<file path="src/rtl/dsp_pipe_chain.sv">
// DEPTH-stage pipeline delay line with per-stage valid bits and a runtime-selectable output tap.
// LAT=0 bypasses the chain combinationally; LAT above DEPTH is treated as DEPTH.
module dsp_pipe_chain #(
  parameter int WIDTH = 18,
  parameter int DEPTH = 4,
  parameter int LATW  = $clog2(DEPTH + 1)
) (
  input  logic             CLK,
  input  logic             RST,
  input  logic             CE,
  input  logic             FLUSH,
  input  logic [LATW-1:0]  LAT,
  input  logic [WIDTH-1:0] D,
  input  logic             D_VLD,
  output logic [WIDTH-1:0] Q,
  output logic             Q_VLD,
  output logic [LATW-1:0]  CNT
);

  logic [DEPTH-1:0][WIDTH-1:0] s;
  logic [DEPTH-1:0]            v;
  logic [LATW-1:0]             eff_lat;

  // CNT tracks popcount(v) incrementally: one entry enters at s[0], one leaves from s[DEPTH-1]
  always_ff @(posedge CLK or posedge RST) begin
    if (RST) begin
      s   <= '0;
      v   <= '0;
      CNT <= '0;
    end else if (FLUSH) begin
      s   <= '0;
      v   <= '0;
      CNT <= '0;
    end else if (CE) begin
      s[0] <= D;
      v[0] <= D_VLD;
      for (int k = 1; k < DEPTH; k++) begin
        s[k] <= s[k-1];
        v[k] <= v[k-1];
      end
      CNT <= CNT + LATW'(D_VLD) - LATW'(v[DEPTH-1]);
    end
  end

  assign eff_lat = (LAT > LATW'(DEPTH)) ? LATW'(DEPTH) : LAT;

  always_comb begin
    Q     = D;
    Q_VLD = D_VLD;
    for (int k = 0; k < DEPTH; k++) begin
      if (eff_lat == LATW'(k + 1)) begin
        Q     = s[k];
        Q_VLD = v[k];
      end
    end
  end

endmodule
</file>
<file path="config.mk">
export PLATFORM = sky130hd
export DESIGN_NAME = dsp_pipe_chain
export DESIGN_NICKNAME = d
export VERILOG_FILES = /design/src/rtl/dsp_pipe_chain.sv
export SDC_FILE = /design/constraint.sdc
export NUM_CORES = 1
export LEC_CHECK = 0
export ABC_AREA = 1
export CORE_MARGIN = 8
export CORE_UTILIZATION = 55
export CTS_CLUSTER_SIZE = 28
export DETAILED_ROUTE_END_ITERATION = 6
export HOLD_SLACK_MARGIN = 0.06
export PLACE_DENSITY = 0.79
export SETUP_SLACK_MARGIN = 0.1
export SKIP_CTS_REPAIR_TIMING = 1
export SYNTH_ARGS = -nofsm -noshare
export SYNTH_HDL_FRONTEND = slang
export SYNTH_SLANG_ARGS = --single-unit
</file>
<file path="constraint.sdc">
create_clock -name CLK -period 3.13 [get_ports CLK]
set_input_delay 0.626 -clock CLK [delete_from_list [all_inputs] [get_ports CLK]]
set_output_delay 0.626 -clock CLK [all_outputs]
set_load 0.005 [all_outputs]
</file>
# == Word-level counts from Yosys, hierarchy flattened ==
# Index checks and enable logic that the tools add are counted.
# word_totals
regBits,79
in_bits,26
elab_cells,29
# op_classes
addsub,2
n_lt_le_gt_ge,1
eq_ne,4
muxes,15
reduce_logical,1
# ops
op,count
$mux W72,2
$mux W18,4
$mux W3,3
$mux W4,2
$eq A3 B2 Y1 const B,2
$mux W1,4
$add A3 B1 Y3,1
$eq A3 B1 Y1 const B,1
$eq A3 B3 Y1 const B,1
$gt A3 B3 Y1 const B,1
$sub A3 B1 Y3,1
$reduce_bool A2 Y1,1

# == Longest topological paths before layout ==
# Gate-level depths: netlist of the first run.
# depth
word_depth,7
mapped_depth,10

# == Worst setup path after synthesis of the first run ==
# Ideal clock, no wire load.
# synth_path
path_kind,input-to-output
startpoint,input LAT[2]
endpoint,output Q[12]
arrival_ns,1.424
required_time_ns,2.504
path_slack_ns,1.080
stages,8
path_cell_list,buf_6 inv_12 nand3_4 buf_6 buf_6 o211ai_2 nor2_1 nor2_1
# synth_via
elab_chain_len,7
word_cells_on_any_way,10
# synth_lines
item,line,source
start: declaration,12,"input logic [LATW-1:0] LAT,"
$gt A3 B3 Y1,45,assign eff_lat = (LAT > LATW'(DEPTH)) ? LATW'(DEPTH) : LAT;
$mux W3 (*),45,
$eq A3 B1 Y1,51,if (eff_lat == LATW'(k + 1)) begin
$mux W18 (3 in a row),51,
$mux W18 (*),51,
end: declaration,15,"output logic [WIDTH-1:0] Q,"
# Every way passes the cells marked *; elsewhere a longest branch is shown, timed or not.

# == Final worst setup path of the first run ==
# layout_path
startpoint,input LAT[2]
endpoint,output Q[4]
# Same word-level chain as after synthesis.

==> metrics, run 1 <==
share of cells above drive strength 1 13.10%; die area 10180 um^2; Synth Area in Compound Gates between 15 and 20%; Yosys top cell area share roughly half; Post-Layout Inst Area 4935 um^2; Synth Area in Simple Gates ~18%; slew margin rel. around 17%; root buffer cell clkbuf_8; pin count of the biggest net entering global routing 80; Die H 100.9 um; clock sinks between 70 and 80; Synth async-reset ratio 100.0%; Worst setup SP type input port; R2R Path End CNT[2]$_DFFE_PP0P_; multiplexer share of the synthesized area 0%; Port Buffers 47; # DRC 0; DP HPWL 6553 um; worst-case clock skew 10.59 ps; ratio of final minimum period to clock period 102.0%; Area contributors post-synth dfrtp_1, nand2_1, o22ai_1; crit path kind in2out; total CTS buffers 9; worst endpoint required time 2500 ps; Static Leak approximately 2.5 nW; Synth cell types 24; Post-synth EDFFs 0; ANT nets after route 0; Hold Vio Cnt, Final 0; area grow syn2layout 24.53%; latest clock arrival within the worst-skew pair around 350 ps; R2R depth 10; vias in the first global route ~3400; Worst Hold Class reg2reg; Synth area leader dfrtp_1; Worst Hold Path EP s[58]$_DFFE_PP0P_; Sequential Area 1977 um^2; drt first pass iters 5; sequential element share of the synthesized area 49.89%; die width 100.9 um; Post-synth top cells nand2_1, inv_1, dfrtp_1, o22ai_1, nand3_1; H-tree depth 3; Worst-Margin Slew 1249 ps; Post-Synth XOR/XNOR Area less than 1%; crit path max fanout 10; antenna violations before repair 0; starting density of the core 55.83%; gr usage total around a fifth; # fillers between 500 and 600; hold path start s[58]$_DFFE_PP0P_; antenna cells 0; dominant synthesized flop cell dfrtp_1; reg2reg start CNT[0]$_DFFE_PP0P_; Mapped Area 3963 um^2; Setup crit end kind output port; Site Rows 31; post-layout util between 60 and 70%; Nets 567; flops & latches, synth 79; GRT overflow 0; fmax 313.2 MHz; count leader, synth nand2_1; hold path depth 2; combinational family with the most area after synthesis simple AND/OR/NAND/NOR gates; first-pass GRT wire length between 15000 and 20000 um; area of the multi-input gates 1486 um^2; Clock Pin Slew Worst Setup and Hold Paths 80 ps; routed len/inst 16.48 um; Arr. time, crit path between 2000 and 3000 ps; PwrDens 454.4 nW/um^2; syn_area_per_cell 8.221 um^2; synthesized-area fraction occupied by adder cells 1.137%; top-level I/O count 48; setup violators final 4; setup slack after layout -62.65 ps; drt total wl 10570 um; Max IR drop VDD roughly 360 uV; CTS max path bufs 2; Reg2Reg Setup Slack 1500 ps; RSZ-0062 raised after global routing yes; Post-Syn Nets 511; Syn Inst Count 482; vias after detailed routing 3570; Post-DP Area around 4500 um^2; area of the core 7098 um^2; status complete, but fails checks; via density per instance 5.569; Iteration-0 DRC Markers 287; Yosys warnings 0; Final min period 3193 ps; Slew Limit Fails 0; GP Congestion 0.7992; CTS tree done; failing checks negative setup slack; Max-Cap Viols 0
## how the worst max path moves through the flow
stage | start | to | cells past startpoint | slack (ps)
global placement | LAT[2] | Q[4] | 11 | -30
finish | LAT[2] | Q[4] | 11 | -60
floorplan | RST | CNT[0]$_DFFE_PP0P_ | 1 | 480
global route | LAT[2] | Q[4] | 11 | -130
detailed placement | LAT[1] | Q[4] | 10 | -70
CTS | LAT[1] | Q[2] | 10 | -110
## stage by stage
stage / power, mW / hold slack, ps / std cells / setup TNS (ps) / worst slack [ps]
floorplan: 1.274 / 480.3 / 482 / 0 / 480.6
global placement: 1.411 / 494.9 / 614 / -158.7 / -33.49
detailed placement: 1.418 / 501.2 / 614 / -477.6 / -67.07
CTS: 2.231 / 520.8 / 629 / -824.8 / -108.2
global route: 2.323 / 543.2 / 641 / -466.8 / -127.1
finish: 2.242 / 516.2 / 641 / -145.6 / -62.65
## cell usage in the layout (no fill, tap or decap), types with 16 or more instances in the layout
cell	n
buf_4	17
nand3_1	43
o22ai_1	56
dlymetal6s2s_1	16
inv_1	82
a21oi_1	22
dfrtp_1	79
nand2_1	101
o21ai_0	26
clkdlybuf4s50_1	31
## registers in the layout (all words and copies together) (netlist names)
| register | flops |
|---|---|
| v | 4 |
| s | 72 |
| CNT | 3 |
## routing by layer
layer  track usage [%]  up-vias  share of wire (%)
met5                 0        -                  0
met4             6.977        0                1.6
met3             4.351       15                7.6
met2             31.02      190                 46
met1             29.58     1691                 45
li1                  -     1674                  -
## cell families (layout without fill, tap and decap cells)
kind of cell	after synthesis	count (layout)
AND/OR/NAND/NOR	166	166
buffers and inverters	119	179
AO/OA/AOI/OAI	114	114
flip-flops	79	79
adder cells (fa/ha/maj)	3	3
XOR/XNOR	1	1
## critical path, cell delays in order
cell and delay [ps]:
clkdlybuf4s50_1 480, buf_6 150, inv_12 50, nand3_4 140, clkinvlp_4 220, nand2_1 110
nand3_1 70, nand2_1 90, nand2_1 60, nand2_1 60, clkdlybuf4s50_1 510
## power breakdown
part / switching [mW] / internal, mW
Sequential: 0.0137 / 1.05
Clock: 0.362 / 0.465
Combinational: 0.206 / 0.146
Total: 0.582 / 1.66
## cell type report
class | instances | share of cell area [%]
clock buffers | 11 | 2.865
clock inverters | 4 | 1.420
inverters | 89 | 7.252
multi-input cells | 284 | 30.12
flip-flops and latches | 79 | 40.06
well taps | 99 | 2.510
repair buffers | 74 | 15.62
repair inverters | 1 | 0.1521
(Power assumes the default switching activity.)
==> run 2, diff against run 1 <==
--- a/config.mk
+++ b/config.mk
@@ -10,8 +10,9 @@
 export CORE_UTILIZATION = 55
 export CTS_CLUSTER_SIZE = 28
 export DETAILED_ROUTE_END_ITERATION = 6
+export DONT_BUFFER_PORTS = 1
 export HOLD_SLACK_MARGIN = 0.06
-export PLACE_DENSITY = 0.79
+export PLACE_DENSITY = 0.7
 export SETUP_SLACK_MARGIN = 0.1
 export SKIP_CTS_REPAIR_TIMING = 1
 export SYNTH_ARGS = -nofsm -noshare
==> metrics, run 2 (synthesis results as in run 1) <==
status finished, final reports clean; area grow syn2layout 5.810%; most frequent cells in the layout nand2_1, inv_1, dfrtp_1; Top cell by count, worst path nand2_1; total CTS buffers 9; Post-Layout Inst Area 4193 um^2; starting density of the core 55.83%; Post-DP Area 4004 um^2; RSZ-0062 raised after global routing no; Max-Cap Viols 0; ANT nets after route 0; gr usage total 20.59%; crit path max fanout 34; ratio of final minimum period to clock period 74.13%; commonest non-fill, non-tap cell in the layout nand2_1; Worst-Margin Slew 677.0 ps; antenna violations before repair 0; Top reg by flops s; CP peak stage delay 340 ps; CTS tree done; fmax 431.0 MHz; Arr. time, crit path 1690 ps; Final min period 2320 ps; # fillers between 600 and 700; Max IR drop VDD 243.1 uV; first-pass GRT wire length 16130 um; vias in the first global route 3124; Clock Pin Slew Worst Setup and Hold Paths 90 ps; area of the core 7098 um^2; worst path bufs/invs 2; # DRC 0; pin count of the biggest net entering global routing 38; CP top delay family simple AND/OR/NAND/NOR gates; max reg flops 72; CTS max path bufs 2; Nets 502; die width 100.9 um; slew margin rel. 54.80%; share of cells above drive strength 1 9.833%; CP max-delay cell buf_4; vias after detailed routing 3236; worst-case clock skew 10.56 ps; setup TNS 0 ps; Worst Hold Class in2async; H-tree depth 3; drt first pass iters 7; Setup crit end kind output port; setup violators final 0; latest clock arrival within the worst-skew pair 350 ps; via density per instance 5.608; Die H just over 100 um; DP HPWL 6887 um; clock sinks 79; Slew Limit Fails 0; crit path kind in2out; top-level I/O count 48; Largest regs s (72), v (4), CNT (3); Site Rows 31; worst endpoint required time ~2500 ps; cell chain of the critical path inv_12 -> nand2_4 -> nor2_4 -> buf_4 -> a21oi_1 -> nand2_1 -> nand2_1 -> nand2_1; Worst setup SP type input port; antenna cells 0; die area 10180 um^2; Hold Vio Cnt, Final 0; GRT overflow 0; Iteration-0 DRC Markers about 230; routed len/inst between 15 and 20 um; hold_ws roughly 250 ps; Static Leak a little over 2 nW; GP Congestion 0.7866; root buffer cell clkbuf_8; drt total wl a little over 10000 um; Port Buffers 0; PwrDens between 400 and 500 nW/um^2
## run 2: worst paths after layout
| kind | from | to | slack, ps | depth (start not counted) |
|---|---|---|---|---|
| worst max-delay path | LAT[2] | Q_VLD | 810 | 8 |
| worst min-delay path | RST | s[60]$_DFFE_PP0P_ | 250 | 1 |
| max in group asynchronous | RST | s[17]$_DFFE_PP0P_ | 2070 | 2 |
| min in group CLK | D[12] | s[12]$_DFFE_PP0P_ | 430 | 2 |
| worst min register to register | s[54]$_DFFE_PP0P_ | s[54]$_DFFE_PP0P_ | 520 | 2 |
| worst max register to register | CNT[0]$_DFFE_PP0P_ | CNT[2]$_DFFE_PP0P_ | 1430 | 10 |
## run 2: area by class of cell
class | instances | area, um^2 | area share (%)
Timing Repair Buffer | 10 | 87.58 | 2.089
Clock buffer | 10 | 127.6 | 3.044
Clock inverter | 6 | 61.31 | 1.462
Tap cell | 99 | 123.9 | 2.954
Inverter | 89 | 351.6 | 8.386
Multi-Input combinational cell | 284 | 1464 | 34.91
Sequential cell | 79 | 1977 | 47.15
## run 2: per-layer routing
layer	track usage [%]	vias up	wire [um]
li1	-	1545	-
met1	28.46	1548	4730
met2	30.06	134	4366
met3	5.318	9	839
met4	7.674	0	125
met5	0	-	0
## run 2: power breakdown
| part | switching [mW] | internal (mW) |
|---|---|---|
| clock | 0.378 | 0.366 |
| sequential | 0.0139 | 1.05 |
| combinational | 0.176 | 0.0711 |
## run 2: metrics by stage
stage          setup WS, ps  power, mW  utilization, %  cells
4_1_cts               826.8      2.059           59.07    577
2_1_floorplan         480.6      1.274               -    482
6_report              809.6      2.053           59.07    577
5_1_grt               704.3      2.139           59.07    577
3_5_place_dp          836.6      1.329           56.41    561
3_3_place_gp          859.5      1.323           56.41    561
==> run 3, diff against run 2 <==
==> constraint.sdc (replaced) <==
create_clock -name CLK -period 2.4 [get_ports CLK]
set_input_delay 0.48 -clock CLK [delete_from_list [all_inputs] [get_ports CLK]]
set_output_delay 0.48 -clock CLK [all_outputs]
set_load 0.005 [all_outputs]
==> metrics, run 3 (synthesis results as in run 1) <==
hold path depth 2; Top reg by flops s; area grow syn2layout 7.294%; setup TNS 0 ps; global routing's busiest layer met1; top-level I/O count 48; pin count of the biggest net entering global routing 41; most frequent cells in the layout nand2_1, inv_1, dfrtp_1; Hold Vio Cnt, Final 0; ANT nets after route 0; die area a little over 10000 um^2; Clock Pin Slew Worst Setup and Hold Paths 80 ps; Worst-Margin Slew 523.8 ps; Port Buffers 0; ratio of final minimum period to clock period 82.46%; Int Pwr ~2 mW; max reg flops 72; GRT overflow 0; GR Layer Usage met2 between 20 and 30%; drt total wl 9906 um; area of the core between 7000 and 8000 um^2; fmax 505.3 MHz; NetSw 0.7484 mW; RSZ-0062 raised after global routing no; status finished, final reports clean; Die H 100.9 um; Slew Limit Fails 0; root buffer cell clkbuf_8; H-tree depth 3; met3 GRT Util 5.041%; worst endpoint required time 1920 ps; antenna cells 0; Worst Setup SP LAT[1]; crit path kind in2out; switching share of power 27.17%; met1 GRT Util 30.48%; latest clock arrival within the worst-skew pair ~360 ps; first-pass GRT wire length 16100 um; Gate power share between 10% and 20%; DP HPWL 6584 um; Iteration-0 DRC Markers 292; Max IR drop VDD between 200 and 300 uV; Reg2Reg Setup Slack 750 ps; # DRC 0; CP endpoint Q[3]; GP Congestion 0.8232; R2R depth 10; Nets 503; Worst setup SP type input port; Static Leak 2.032 nW; CTS tree done; PwrDens 647.8 nW/um^2; Worst Hold Class in2reg; setup violators final 0; Arr. time, crit path 1500 ps; # fillers about 650; Largest regs s (72), v (4), CNT (3); gr usage total 20.40%; R2R Path End CNT[2]$_DFFE_PP0P_; via density per instance about 5.6; clock power share 37.7%; worst-case clock skew 5.347 ps; total CTS buffers 9; slew margin rel. around 65%; crit path max fanout 13; starting density of the core a little under three fifths; vias after detailed routing 3214; hold_ws 244.3 ps; sequential power share 50.3%; share of cells above drive strength 1 under 10%; Setup crit end kind output port; commonest non-fill, non-tap cell in the layout nand2_1; vias in the first global route 3095; Site Rows 31; setup slack after layout 421.1 ps; clock sinks 79; drt first pass iters 5; die width approximately 100 um; dpl ws 458.0 ps; reg2reg start CNT[0]$_DFFE_PP0P_; Max-Cap Viols 0; routed len/inst 17.14 um; antenna violations before repair 0; Final min period 1979 ps; CTS max path bufs 2
## run 3: cell types whose count changed in the layout (fill, tap and decap cells not counted), sizes merged
cell / delta
clkinv: -3
clkbuf: +2
clkinvlp: +2
dlygate4sd3: +1
inv: -1
## run 3: power by group through the flow
stage / logic, mW / registers, mW / clock network, mW
after floorplan: 0.253 / 1.41 / 0
after global placement: 0.324 / 1.41 / 0
after detailed placement: 0.328 / 1.41 / 0
after CTS: 0.329 / 1.38 / 1.05
after global routing: 0.372 / 1.39 / 1.11
final: 0.331 / 1.38 / 1.04
## run 3: area by class of cell
class	count	area [um^2]	share of cell area [%]
Sequential cell	79	1977	46.50
Multi-Input combinational cell	284	1464	34.43
Inverter	89	355.3	8.358
Clock buffer	12	155.1	3.649
Tap cell	99	123.9	2.913
Timing Repair Buffer	11	122.6	2.884
Clock inverter	4	53.80	1.265
## run 3: worst min path at each step
stage,start,to,slack (ps)
finish,D[12],s[12]$_DFFE_PP0P_,240
global route,D[12],s[12]$_DFFE_PP0P_,270
CTS,RST,s[52]$_DFFE_PP0P_,-50
detailed placement,RST,s[52]$_DFFE_PP0P_,340
global placement,RST,s[51]$_DFFE_PP0P_,340
floorplan,s[54]$_DFFE_PP0P_,s[54]$_DFFE_PP0P_,480
## run 3: worst max-delay path: stages
cell and delay, ps:
inv_2 100, nand3_4 80, inv_1 400, nand2_1 110, nand3_1 110, nand2_1 70, nand2_1 60, nand2_1 80
## run 3: stage by stage
step	power [mW]	util, %	cell area [um^2]	std cells
final	2.754	59.90	4252	578
after global routing	2.868	59.90	4252	578
after CTS	2.761	59.76	4242	577
after detailed placement	1.739	56.81	4033	561
after global placement	1.734	56.81	4033	561
after floorplan	1.661	-	3966	482
## run 3: metal layers
| metal | up-vias | routed length [um] |
|---|---|---|
| li1 | 1548 | - |
| met1 | 1517 | 4842 |
| met2 | 139 | 4043 |
| met3 | 10 | 903 |
| met4 | 0 | 116 |
| met5 | - | 0 |
